==> src/rtl/rock_dtop_core.sv <==
// Elastic streaming buffer: first-word-fall-through FIFO with per-packet modular checksum and packet count.
// Optional feature: define ROCK_PARITY_EN to store a parity bit per entry and drive it on out_par.
module rock_dtop_core #(
    parameter int DATA_W     = 16,
    parameter int FIFO_DEPTH = 8,
    parameter int CNT_W      = 16
) (
    input  logic              clk,
    input  logic              rst,
    input  logic              in_valid,
    output logic              in_ready,
    input  logic [DATA_W-1:0] in_data,
    input  logic              in_last,
    output logic              out_valid,
    input  logic              out_ready,
    output logic [DATA_W-1:0] out_data,
    output logic              out_last,
    output logic              out_par,
    output logic [DATA_W-1:0] sum,
    output logic              sum_valid,
    output logic [CNT_W-1:0]  pkt_count
);

    localparam int AW = (FIFO_DEPTH > 1) ? $clog2(FIFO_DEPTH) : 1;

    logic [AW:0]       wr_ptr;
    logic [AW:0]       rd_ptr;
    logic [DATA_W-1:0] mem_data [FIFO_DEPTH];
    logic              mem_last [FIFO_DEPTH];
    logic              run_en;
    logic              full;
    logic              empty;
    logic              push;
    logic              pop;
    logic [DATA_W-1:0] head_data;
    logic              head_last;
    logic [DATA_W-1:0] acc;
    logic [DATA_W-1:0] acc_sum;

    // Wrap bits differ with equal index bits only when the buffer is full.
    assign full  = (wr_ptr[AW] != rd_ptr[AW]) && (wr_ptr[AW-1:0] == rd_ptr[AW-1:0]);
    assign empty = (wr_ptr == rd_ptr);

    // run_en holds in_ready low during reset and through the first edge after release.
    assign in_ready  = run_en && !full;
    assign out_valid = !empty;
    assign push      = in_valid && in_ready;
    assign pop       = out_valid && out_ready;

    assign head_data = mem_data[rd_ptr[AW-1:0]];
    assign head_last = mem_last[rd_ptr[AW-1:0]];
    assign out_data  = out_valid ? head_data : '0;
    assign out_last  = out_valid && head_last;
    assign acc_sum   = acc + head_data;

    always_ff @(posedge clk or posedge rst) begin
        if (rst) begin
            run_en <= 1'b0;
        end else begin
            run_en <= 1'b1;
        end
    end

    always_ff @(posedge clk or posedge rst) begin
        if (rst) begin
            wr_ptr <= '0;
            rd_ptr <= '0;
        end else begin
            if (push) begin
                wr_ptr <= wr_ptr + (AW+1)'(1);
            end
            if (pop) begin
                rd_ptr <= rd_ptr + (AW+1)'(1);
            end
        end
    end

    // Storage needs no reset; the pointers alone define which entries are live.
    always_ff @(posedge clk) begin
        if (push) begin
            mem_data[wr_ptr[AW-1:0]] <= in_data;
            mem_last[wr_ptr[AW-1:0]] <= in_last;
        end
    end

`ifdef ROCK_PARITY_EN
    logic mem_par [FIFO_DEPTH];

    always_ff @(posedge clk) begin
        if (push) begin
            mem_par[wr_ptr[AW-1:0]] <= ^in_data;
        end
    end

    assign out_par = out_valid && mem_par[rd_ptr[AW-1:0]];
`else
    assign out_par = 1'b0;
`endif

    always_ff @(posedge clk or posedge rst) begin
        if (rst) begin
            acc       <= '0;
            sum       <= '0;
            sum_valid <= 1'b0;
            pkt_count <= '0;
        end else begin
            sum_valid <= 1'b0;
            if (pop) begin
                if (head_last) begin
                    acc       <= '0;
                    sum       <= acc_sum;
                    sum_valid <= 1'b1;
                    if (pkt_count != {CNT_W{1'b1}}) begin
                        pkt_count <= pkt_count + CNT_W'(1);
                    end
                end else begin
                    acc <= acc_sum;
                end
            end
        end
    end

endmodule

==> config.mk <==
export PLATFORM = sky130hd
export DESIGN_NAME = rock_dtop_core
export DESIGN_NICKNAME = d
export VERILOG_FILES = /design/src/rtl/rock_dtop_core.sv
export SDC_FILE = /design/constraint.sdc
export NUM_CORES = 1
export LEC_CHECK = 0
export CAP_MARGIN = 5
export CORE_ASPECT_RATIO = 1.1
export CORE_UTILIZATION = 40
export CTS_BUF_LIST = sky130_fd_sc_hd__clkbuf_2 sky130_fd_sc_hd__clkbuf_4 sky130_fd_sc_hd__clkbuf_8
export DETAILED_ROUTE_END_ITERATION = 7
export GPL_ROUTABILITY_DRIVEN = 0
export HOLD_SLACK_MARGIN = 0.05
export SYNTH_ARGS = -nofsm -noshare
export SYNTH_HDL_FRONTEND = slang
export SYNTH_SLANG_ARGS = --single-unit
==> constraint.sdc <==
create_clock -name clk -period 4.3 [get_ports clk]
set_input_delay 0.86 -clock clk [delete_from_list [all_inputs] [get_ports clk]]
set_output_delay 0.86 -clock clk [all_outputs]
set_load 0.01 [all_outputs]
# After elaboration in Yosys (flattened, before gate mapping)
# Memory sizes are Yosys's and may differ from the RTL's.
# Cells that the tools add are included.
dict set report classes {
  addsub 4
  eq_ne 4
  mux 6
  reduce_logical 9
}
# operator count
set ops {}
lappend ops {{16-bit 2-to-1 mux} 2}
lappend ops {{16-bit by 1-bit adder with 16-bit output (second input constant)} 1}
lappend ops {{16-bit adder} 1}
lappend ops {{16-bit inequality test (second input constant)} 1}
lappend ops {{4-bit by 1-bit adder with 4-bit output (second input constant)} 2}
lappend ops {{1-bit logical AND} 5}
lappend ops {{4-bit == test} 1}
lappend ops {{1-bit 2-to-1 mux} 4}
lappend ops {{3-bit == test} 1}
lappend ops {{3-bit AND reduction} 1}
lappend ops {{1-bit zero test} 2}
lappend ops {{2-bit AND reduction} 1}
lappend ops {{1-bit inequality test} 1}
dict set report totals {
  reg_bits 58
  ramBits 136
  out_inout_bits 53
  n_memories 2
}
# name words width rd rd_clocked_by_memory_dff wr line
set mem_list {}
lappend mem_list {mem_data 8 16 1 0 1 28} ;# logic [DATA_W-1:0] mem_data [FIFO_DEPTH];
lappend mem_list {mem_last 8 1 1 0 1 29} ;# logic mem_last [FIFO_DEPTH];

# Depth between registers and ports, before layout
# Gate-level depths: netlist (run 1).
dict set report depth {
  word_depth 7
  ltp_mapped 13
  depth_no_buf 11
}

# Least setup slack after synthesis (run 1)
# OpenSTA, ideal clock, no wires.
dict set report synth_timing {
  path_type {flip-flop to flip-flop}
  startpoint {register rd_ptr[0]}
  endpoint {register sum[11]}
  setup_ps 125
  arrival_ps 3385
  setup_slack_ps 791
  stages_incl_launch_ff 12
  synth_period_minus_slack_ps 3509
  path_cell_list {dfrtp_1 -> buf_4 -> buf_2 -> mux4_2 -> mux2_2 -> ha_1 -> a21o_1 -> a21o_1 -> a221oi_1 -> o21ai_0 -> xor2_1 -> mux2_2}
}
dict set report synth_via {
  elab_chain_len 4
  elab_cells_between_ends 7
  cone_classes {1 x add/sub; 1 x eq/ne; 3 x reduce/logical; 2 x memory}
}
# item line
set synth_rtl {}
lappend synth_rtl {{start, declared} 27} ;# logic [AW:0] rd_ptr;
lappend synth_rtl {{start signal, assigned} 73} ;# rd_ptr <= rd_ptr + (AW+1)'(1);
lappend synth_rtl {{parallel branches: the longest is 4 deep, another holds memory read 8 x 16 bit} -}
lappend synth_rtl {{end signal, assigned} 111} ;# sum <= acc_sum;
lappend synth_rtl {{end, declared} 19} ;# output logic [DATA_W-1:0] sum,
# Several ways; the timed one is not identified.
# A chain may end at the register's enable or synchronous reset.

# Worst setup path after layout (run 1)
dict set report layout_timing {
  startpoint {register rd_ptr[0]}
  endpoint {output port out_data[15]}
}
dict set report layout_via {
  elab_chain_len 2
  elab_cells_between_ends 3
  cone_classes {1 x eq/ne; 1 x mux; 1 x memory}
}
# item line
set layout_rtl {}
lappend layout_rtl {{memory read 8 x 16 bit or 4-bit == test (tied branches)} -}
lappend layout_rtl {{16-bit 2-to-1 mux (*)} 52} ;# assign out_data = out_valid ? head_data : '0;
lappend layout_rtl {{end, declared} 16} ;# output logic [DATA_W-1:0] out_data,
# Every way passes the cells marked *; elsewhere a longest branch is shown, timed or not.

==> summary.md, run 1 <==
| Metric | Value |
|---|---|
| Hold-fix buffers at CTS | 0 |
| DP Cell Count | 845 |
| FF-to-FF Start | rd_ptr[0]$_DFFE_PP0P_ |
| Layout net count | 648 |
| Gr ovfl total | 0 |
| CP max FO | 13 |
| Prevailing post-synth register cell | edfxtp_1 |
| Post-synth cell types | 51 |
| Most common cell after layout, fill and taps aside | edfxtp_1 |
| Final ANT Viol Nets | 0 |
| Final min period | 3.857 ns |
| Pre-CTS WS | 0.6844 ns |
| Endpoint of the worst hold path | pkt_count[8]$_DFFE_PP0P_ |
| IO Port Bufs | 72 |
| Final setup violation count | 0 |
| Final period util | 0.8969 |
| Layout area overhead | 17.81% |
| First-pass DRT Iterations | 4 |
| Largest net degree at the start of global routing | 33 |
| CTS Buffer Depth | 2 |
| Slew headroom | 0.2604 |
| Initial DRC count | 224 |
| Die Height | 154.1 µm |
| Num ports | 74 |
| Peak supply drop | 0.2756 mV |
| Ys Warns | 0 |
| Setup TNS | 0 ns |
| Critical path class | flip-flop to primary output |
| Syn nets | 563 |
| Antenna diodes | 0 |
| Static leakage | 0.003669 µW |
| CTS sink cnt | 194 |
| NetSw | 2654 µW |
| Via-to-Cell Ratio | 5.340 |
| Worst clock skew | 0.01813 ns |
| Mean Syn Cell Area | 16.08 µm² |
| RSZ-0062 raised after global routing | no |
| Die X | 140.2 µm |
| Fmax | 0.2593 GHz |
| Endpoints failing hold | 0 |
| Yosys reg bits | 194 |
| Post-CTS sizing | 0 |
| HPWL after detailed placement | 11490 µm |
| Slew @ Worst Pin | 1.106 ns |
| Crit path DAT | 3.00 ns |
| Startpoint types | flip-flop |
| Post-Layout Inst Area | 9906 µm² |
| Antenna violations before repair | 0 |
| Gate power share | 0.480 |
| H-tree Lvls | 4 |
| Postcts setup bufs | 0 |
| FF-to-FF setup slack | 0.65 ns |
| Adder-cell share of the synthesized area | 0.02917 |
| Hold path startpoint | pkt_count[8]$_DFFE_PP0P_ |
| Post-route setup slack | 0.4432 ns |
| Critical R2R Capture | sum[9]$_DFFE_PP0P_ |
| Post-Synthesis Cell Area | 8408 µm² |
| Mapped Cells | 523 |
| Post-synthesis simple-gate area fraction | 0.07173 |
| Pwr dens | 732.8 nW/µm² |
| Tot GR Track Use | 0.1705 |
| Fin. max-slew vios | 0 |
| WHS | 0.4971 ns |
| Asr flop ratio synth | 0.2990 |
| CTS tree | yes |
| Multiplexer share of the synthesized area | 0.1272 |
| Die area | 21600 µm² |
| Compound-gate portion of the synthesized area | 0.05610 |
| Post-route insts no fill | 876 |
| Post-synthesis xor/xnor area fraction | 0.03646 |
| EDFF count, synth | 136 |
| Hold path depth | 1 |
| Hold Crit Class | flip-flop to flip-flop |
| Drc violations | 0 |
| Root buffer cell | clkbuf_8 |
| R2r worst-path depth | 11 |
| Share of cells above drive strength 1 | 0.1952 |
| First-pass GRT wire length | 27350 µm |
| Commonest non-fill, non-tap cells in the layout | edfxtp_1 (136), clkdlybuf4s50_1 (72), dfrtp_1 (57), nand2_1 (48), mux4_2 (34) |
| Worst path required time | 3.44 ns |
| Dpl cell area | 9493 µm² |
| Clk_lat worst skew | 0.45 ns |
| Pint | 4605 µW |
| Routed WL | 17220 µm |
| Vias in the first global route | 4944 |
| Largest family of logic cells by synthesized area | multiplexers |
| Sequential area share after synthesis | 0.6583 |
| Max-cap viol count | 0 |
| Reg power frac | 0.351 |
| Average wire per standard cell | 19.66 µm |
| Status | complete, no violations |
| CTS clock-pin slew for the worst setup and hold paths | 0.10 ns |
| Std-Cell Rows | 55 |
| Filler cell count | 1735 |
| Core Area | 20580 µm² |
| Initial Util | 0.4086 |
| Power share of the clock group | 0.169 |
| Total CTS buffers | 17 |
| Crit end category | primary output |
| Vias | 4678 |
| Switch share | 0.3656 |
==> worst max-delay path by stage <==
stage | start | to | slack [ns] | cells past startpoint
2_1_floorplan | rd_ptr[0]$_DFFE_PP0P_ | sum[11]$_DFFE_PP0P_ | 0.79 | 11
3_3_place_gp | rd_ptr[0]$_DFFE_PP0P_ | sum[15]$_DFFE_PP0P_ | 0.71 | 10
3_5_place_dp | rd_ptr[0]$_DFFE_PP0P_ | pkt_count[14]$_DFFE_PP0P_ | 0.68 | 7
4_1_cts | rd_ptr[0]$_DFFE_PP0P_ | out_data[15] | 0.36 | 5
5_1_grt | rd_ptr[0]$_DFFE_PP0P_ | out_data[15] | 0.27 | 5
6_report | rd_ptr[0]$_DFFE_PP0P_ | out_data[15] | 0.44 | 5
==> Yosys cell counts (2+ instances only) <==
master / count / area, µm²
a211o_1: 4 / 35.03
o21a_1: 5 / 37.54
and4_1: 3 / 26.28
dfrtp_1: 58 / 1451
a21o_1: 6 / 45.04
buf_2: 7 / 35.03
buf_4: 2 / 15.01
edfxtp_1: 136 / 4084
a21oi_1: 7 / 35.03
a221oi_1: 2 / 17.52
o21ai_0: 7 / 35.03
mux4_2: 34 / 765.7
mux2i_1: 3 / 30.03
a22o_1: 13 / 113.9
and2b_1: 6 / 45.04
nor3_1: 4 / 20.02
conb_1: 2 / 7.510
clkbuf_1: 10 / 37.54
mux2_2: 23 / 259.0
inv_1: 8 / 30.03
xnor2_1: 21 / 183.9
nand3_1: 6 / 30.03
and2_1: 3 / 18.77
ha_1: 18 / 225.2
nand4_1: 12 / 75.07
nor2b_1: 11 / 68.82
xor2_1: 14 / 122.6
nor3b_1: 4 / 30.03
buf_6: 3 / 33.78
buf_1: 2 / 7.510
a211oi_1: 2 / 15.01
and3_1: 5 / 31.28
nor2_1: 14 / 52.55
nand2_1: 48 / 180.2
a21boi_0: 2 / 15.01
nand2b_1: 3 / 18.77
==> metrics by stage <==
stage | util | total power [µW]
floorplan | - | 4841
global placement | 0.4614 | 6042
detailed placement | 0.4614 | 6082
CTS | 0.4814 | 7330
global route | 0.4814 | 7695
finish | 0.4814 | 7259
==> registers in the layout (all words and copies together), names as in the netlist <==
signal,cells
mem_data,128
acc,16
pkt_count,16
sum,16
mem_last,8
rd_ptr,4
wr_ptr,4
run_en,1
sum_valid,1
==> worst max-delay path, cell delays in order, from the launching register on <==
cell	delay, ns
dfrtp_2	0.65
buf_4	0.29
mux4_2	0.51
mux2i_1	0.49
nor2_1	0.10
clkdlybuf4s50_1	0.50
==> logic make-up (layout without fill, tap and decap cells) <==
kind of cell / Yosys count / count (layout)
other: 2 / 2
muxes: 61 / 61
AOI/OAI and AO/OA: 58 / 58
xor gates and xnor gates: 35 / 35
DFF: 194 / 194
buffers and inverters: 34 / 131
adders and majority gates: 19 / 19
and+or+nand+nor: 120 / 120
==> cell type report <==
type                    instances  area [µm²]  area share
inverters                      10       40.04    0.004042
multi-input cells             295        2740      0.2766
well taps                     256       320.3     0.03234
clock buffers                  17       234.0     0.02362
flip-flops and latches        194        5537      0.5589
repair buffers                 90       855.8     0.08640
clock inverters                14       178.9     0.01806
==> power groups by stage <==
| stage | registers [µW] | clock network, µW | logic (µW) |
|---|---|---|---|
| 2_1_floorplan | 2520 | 0 | 2320 |
| 3_3_place_gp | 2580 | 0 | 3460 |
| 3_5_place_dp | 2590 | 0 | 3490 |
| 4_1_cts | 2550 | 1260 | 3510 |
| 5_1_grt | 2590 | 1330 | 3770 |
| 6_report | 2550 | 1230 | 3480 |
==> metal layers <==
metal | GRT usage | share of wire | vias to the layer above
met5 | 0 | 0 | -
met4 | 0.05076 | 0.0071 | 0
met3 | 0.03457 | 0.023 | 5
met2 | 0.2950 | 0.51 | 77
met1 | 0.2158 | 0.46 | 2446
li1 | - | - | 2150
(Power assumes the default switching activity.)
==> inputs of run 2 (changes only) <==
--- a/config.mk
+++ b/config.mk
@@ -7,8 +7,7 @@
 export LEC_CHECK = 0
 export CAP_MARGIN = 5
 export CORE_ASPECT_RATIO = 1.1
-export CORE_UTILIZATION = 40
-export CTS_BUF_LIST = sky130_fd_sc_hd__clkbuf_2 sky130_fd_sc_hd__clkbuf_4 sky130_fd_sc_hd__clkbuf_8
+export CORE_UTILIZATION = 35
 export DETAILED_ROUTE_END_ITERATION = 7
 export GPL_ROUTABILITY_DRIVEN = 0
 export HOLD_SLACK_MARGIN = 0.05
==> run 2 against run 1 <==
Utilization decreased by 5.0 points. Critical path depth grew 1. Power up 6.8%. Clock-buffer cell count is the same. Non-clock buffer count did not move. Via count grew 2.0%. Die area up 14%. Critical endpoint is now out_data[3].
==> summary.md, run 2 (synthesized netlist as in run 1, its figures left out) <==
| Metric | Value |
|---|---|
| Status | complete, no violations |
| Max reg flops | 128 |
| Vias | 4772 |
| Std-Cell Rows | 59 |
| IO Port Bufs | 72 |
| Endpoints failing hold | 0 |
| Hold path depth | 2 |
| H-tree Lvls | 4 |
| Busiest grt layer | met2 |
| Drc violations | 0 |
| Total CTS buffers | 17 |
| Fin. max-slew vios | 0 |
| Die X | 149.8 µm |
| Max-cap viol count | 0 |
| Average wire per standard cell | 19.53 µm |
| Critical R2R Capture | sum[9]$_DFFE_PP0P_ |
| RSZ-0062 raised after global routing | no |
| NetSw | 2831 µW |
| Met3 GRT Util | 0.03011 |
| Pwr dens | 761.1 nW/µm² |
| Slew @ Worst Pin | 0.9421 ns |
| Antenna violations before repair | 0 |
| Met2 Use GR | 0.2635 |
| Routed WL | 18090 µm |
| Num ports | 74 |
| Most common cell after layout, fill and taps aside | edfxtp_1 |
| Gr ovfl total | 0 |
| Share of cells above drive strength 1 | 0.1981 |
| Critical path class | flip-flop to primary output |
| CP max FO | 19 |
| Postcts setup bufs | 0 |
| Hold Crit Class | flip-flop to flip-flop |
| Startpoint types | flip-flop |
| Gate power share | 0.448 |
| Initial Util | 0.3559 |
| First-pass DRT Iterations | 4 |
| CTS clock-pin slew for the worst setup and hold paths | 0.08 ns |
| Via-to-Cell Ratio | 5.153 |
| Total power draw | 7752 µW |
| First-pass GRT wire length | 28320 µm |
| FF-to-FF Start | rd_ptr[0]$_DFFE_PP0P_ |
| Worst path required time | 3.44 ns |
| Largest net degree at the start of global routing | 45 |
| Slew headroom | 0.3710 |
| FF-to-FF setup slack | 0.45 ns |
| Hold-fix buffers at CTS | 0 |
| Hold path startpoint | sum[0]$_DFFE_PP0P_ |
| Root buffer cell | clkbuf_16 |
| Pint | 4921 µW |
| HPWL after detailed placement | 12220 µm |
| Final period util | 0.9016 |
| Fmax | 0.2579 GHz |
| Die area | 24650 µm² |
| Layout area overhead | 21.13% |
| CTS Buffer Depth | 2 |
| Endpoint of the worst hold path | sum[0]$_DFFE_PP0P_ |
| Vias in the first global route | 4967 |
| Tot GR Track Use | 0.1553 |
| Reg power frac | 0.336 |
| CTS tree | yes |
| Clk_lat worst skew | 0.43 ns |
| Layout net count | 648 |
| Power share of the clock group | 0.215 |
| Antenna diodes | 0 |
| Commonest non-fill, non-tap cells in the layout | edfxtp_1 (136), clkdlybuf4s50_1 (72), dfrtp_1 (57), nand2_1 (48), mux4_2 (34) |
| Met1 usage | 0.1972 |
| Static leakage | 0.003769 µW |
| Final ANT Viol Nets | 0 |
| Core Area | 23620 µm² |
| Setup TNS | 0 ns |
| R2r worst-path depth | 10 |
| Die Height | 164.6 µm |
| Initial DRC count | 311 |
| Final setup violation count | 0 |
| Post-CTS sizing | 0 |
| Peak supply drop | 0.2965 mV |
| CTS sink cnt | 194 |
| Crit path DAT | 3.02 ns |
| Final min period | 3.877 ns |
| Crit end category | primary output |
| Switch share | 0.3652 |
| Worst clock skew | 0.01161 ns |
## run 2: worst max path at each step
stage	endpoint	from
global placement	sum[11]$_DFFE_PP0P_	rd_ptr[0]$_DFFE_PP0P_
floorplan	sum[11]$_DFFE_PP0P_	rd_ptr[0]$_DFFE_PP0P_
detailed placement	sum[9]$_DFFE_PP0P_	rd_ptr[0]$_DFFE_PP0P_
finish	out_data[3]	rd_ptr[1]$_DFFE_PP0P_
CTS	sum[9]$_DFFE_PP0P_	rd_ptr[0]$_DFFE_PP0P_
global route	sum[9]$_DFFE_PP0P_	rd_ptr[0]$_DFFE_PP0P_
## run 2: cell type report
| class | instances | area (µm²) |
|---|---|---|
| inverters | 10 | 40.04 |
| multi-input cells | 295 | 2740 |
| clock inverters | 15 | 205.2 |
| repair buffers | 90 | 855.8 |
| flip-flops and latches | 194 | 5537 |
| well taps | 305 | 381.6 |
| clock buffers | 17 | 425.4 |
| fillers | 2124 | 13440 |
## run 2: layer usage
metal | part of all wire | vias to the layer above
met5 | 0 | -
met3 | 0.036 | 31
li1 | - | 2154
met1 | 0.44 | 2473
met4 | 0.022 | 0
met2 | 0.50 | 114
## run 2: stage by stage
stage          instances    util  hold WS [ns]  cell area (µm²)  setup WS [ns]
4_1_cts              926  0.4311        0.4891            10180         0.4112
5_1_grt              926  0.4311        0.5221            10180         0.1152
6_report             926  0.4311        0.4879            10180         0.4230
2_1_floorplan        523       -        0.4563             8408         0.7905
3_5_place_dp         894  0.4044        0.4708             9554         0.4146
3_3_place_gp         894  0.4044        0.4644             9554         0.5135
## run 2: power by group through the flow
stage	clock network, µW	registers, µW	logic (µW)
floorplan	0	2520	2320
global placement	0	2640	3440
detailed placement	0	2650	3490
CTS	1710	2610	3510
global route	1770	2660	3790
finish	1670	2610	3470
## run 2: critical path, stage by stage (launching register included)
cell,delay [ns]
dfrtp_1,0.73
buf_4,0.29
xor2_1,0.40
nor4_2,0.10
buf_4,0.22
and2b_1,0.28
clkdlybuf4s50_1,0.56
==> inputs of run 3 (changes only) <==
--- a/config.mk
+++ b/config.mk
@@ -7,7 +7,9 @@
 export LEC_CHECK = 0
 export CAP_MARGIN = 5
 export CORE_ASPECT_RATIO = 1.1
+export CORE_MARGIN = 4
 export CORE_UTILIZATION = 35
+export CTS_CLUSTER_DIAMETER = 150
 export DETAILED_ROUTE_END_ITERATION = 7
 export GPL_ROUTABILITY_DRIVEN = 0
 export HOLD_SLACK_MARGIN = 0.05
==> run 3 against run 2 <==
Utilization grew 0.19 points. Die area grew 7.8%. Cell count grew 0.11%. Worst setup slack lost 0.016 ns. Worst hold slack gained 0.0034 ns. Global-route usage shrank 1.6 points. First-iteration DRC count grew 14%. Sequential power is essentially flat. Non-clock buffer count grew 1. Largest cell class unchanged. Largest power group unchanged. Highest routed layer unchanged.
==> summary.md, run 3 (synthesized netlist as in run 1, its figures left out) <==
| Metric | Value |
|---|---|
| Via-to-Cell Ratio | 5.076 |
| Post-CTS sizing | 0 |
| Max reg flops | 128 |
| Worst path required time | 3.44 ns |
| Average wire per standard cell | 19.31 µm |
| IO Port Bufs | 72 |
| Final setup violation count | 0 |
| Die X | 155.8 µm |
| Crit path launch | rd_ptr[0]$_DFFE_PP0P_ |
| HPWL after detailed placement | 12070 µm |
| First-pass DRT Iterations | 5 |
| Slew headroom | 0.2983 |
| Filler cell count | 2121 |
| Metal3 WL | 660 µm |
| Tot GR Track Use | 0.1392 |
| Max-cap viol count | 0 |
| Initial DRC count | 356 |
| FF-to-FF Start | rd_ptr[0]$_DFFE_PP0P_ |
| Metal2 WL | 8859 µm |
| Drc violations | 0 |
| M1 WL | 7993 µm |
| Crit path DAT | 3.03 ns |
| CP max FO | 20 |
| Gr ovfl total | 0 |
| CTS sink cnt | 194 |
| CTS clock-pin slew for the worst setup and hold paths | 0.07 ns |
| Core Area | 23620 µm² |
| Peak supply drop | 0.2848 mV |
| Final ANT Viol Nets | 0 |
| Critical R2R Capture | sum[11]$_DFFE_PP0P_ |
| Share of cells above drive strength 1 | 0.1994 |
| Std-Cell Rows | 59 |
| Layout net count | 649 |
| Vias | 4705 |
| Hold-fix buffers at CTS | 0 |
| Die Height | 170.6 µm |
| Startpoint types | flip-flop |
| Vias in the first global route | 4902 |
| Total CTS buffers | 17 |
| Register area | 5537 µm² |
| Layout area overhead | 21.67% |
| Status | complete, no violations |
| Footprint of the multi-input gates | 2740 µm² |
| Clk_lat worst skew | 0.43 ns |
| Die area | 26570 µm² |
| Most common cell after layout, fill and taps aside | edfxtp_1 |
| Worst Setup EP | out_data[5] |
| Initial Util | 0.3559 |
| Post-route insts no fill | 927 |
| RSZ-0062 raised after global routing | no |
| Critical path class | flip-flop to primary output |
| FF-to-FF setup slack | 0.69 ns |
| Post-route setup slack | 0.4066 ns |
| Num ports | 74 |
| First-pass GRT wire length | 28370 µm |
| Top Layer Used | met4 |
| Crit end category | primary output |
| Final min period | 3.893 ns |
| Antenna diodes | 0 |
| CTS Buffer Depth | 2 |
| Postcts setup bufs | 0 |
| Pwr dens | 760.4 nW/µm² |
| Slew @ Worst Pin | 1.051 ns |
| R2r worst-path depth | 10 |
| H-tree Lvls | 4 |
| CTS tree | yes |
| Worst clock skew | 0.01037 ns |
| Static leakage | 0.003792 µW |
| Routed WL | 17900 µm |
| Setup TNS | 0 ns |
| Fmax | 0.2568 GHz |
| Antenna violations before repair | 0 |
| Fin. max-slew vios | 0 |
| Pre-CTS WS | 0.6173 ns |
| Endpoints failing hold | 0 |
| Root buffer cell | clkbuf_16 |
| Final period util | 0.9054 |
| Commonest non-fill, non-tap cells in the layout | edfxtp_1 (136), clkdlybuf4s50_1 (72), dfrtp_1 (57), nand2_1 (48), mux4_2 (34) |
| Dpl cell area | 9574 µm² |
| Post-Layout Inst Area | 10230 µm² |
| DP Cell Count | 895 |
| Hold Crit Class | flip-flop to flip-flop |
| Largest net degree at the start of global routing | 50 |
==> run 3: worst max-delay path, stage by stage (launching register included) <==
cell and delay, ns:
dfrtp_2 0.77, buf_4 0.32, mux4_2 0.52, mux2_2 0.31, nor2b_1 0.15, clkdlybuf4s50_1 0.51
==> run 3: metrics by stage <==
stage,util,power [µW],hold WS (ns)
after floorplan,-,4841,0.4563
after global placement,0.4053,6096,0.4724
after detailed placement,0.4053,6140,0.4805
after CTS,0.4331,7866,0.4963
after global routing,0.4331,8275,0.5264
final,0.4331,7778,0.4912
==> run 3: layout make-up <==
cell class                      count  area share
Timing Repair Buffer               91     0.08562
Sequential cell                   194      0.5412
Multi-Input combinational cell    295      0.2679
Clock buffer                       17     0.04159
Clock inverter                     15     0.02250
Tap cell                          305     0.03730
Inverter                           10    0.003914
==> run 3: power by group <==
group	total, µW	leakage, µW	internal (µW)	switching, µW
sequential	2590	0.00196	2320	274
clock	1720	0.000320	956	763
combinational	3470	0.00151	1720	1750
total	7780	0.00379	4990	2790
==> run 3: how the worst min path moves through the flow <==
stage | depth (start not counted) | from | slack, ns | end
6_report | 2 | sum[1]$_DFFE_PP0P_ | 0.49 | sum[1]$_DFFE_PP0P_
5_1_grt | 2 | sum[7]$_DFFE_PP0P_ | 0.53 | sum[7]$_DFFE_PP0P_
4_1_cts | 2 | sum[1]$_DFFE_PP0P_ | 0.50 | sum[1]$_DFFE_PP0P_
3_5_place_dp | 2 | sum[1]$_DFFE_PP0P_ | 0.48 | sum[1]$_DFFE_PP0P_
3_3_place_gp | 2 | sum[0]$_DFFE_PP0P_ | 0.47 | sum[0]$_DFFE_PP0P_
2_1_floorplan | 2 | acc[14]$_DFFE_PP0P_ | 0.46 | acc[14]$_DFFE_PP0P_
==> run 3: layer usage <==
metal,vias to the layer above,track usage
met3,25,0.02606
met1,2402,0.1885
met4,0,0.04492
met2,115,0.2284
met5,-,0
li1,2163,-
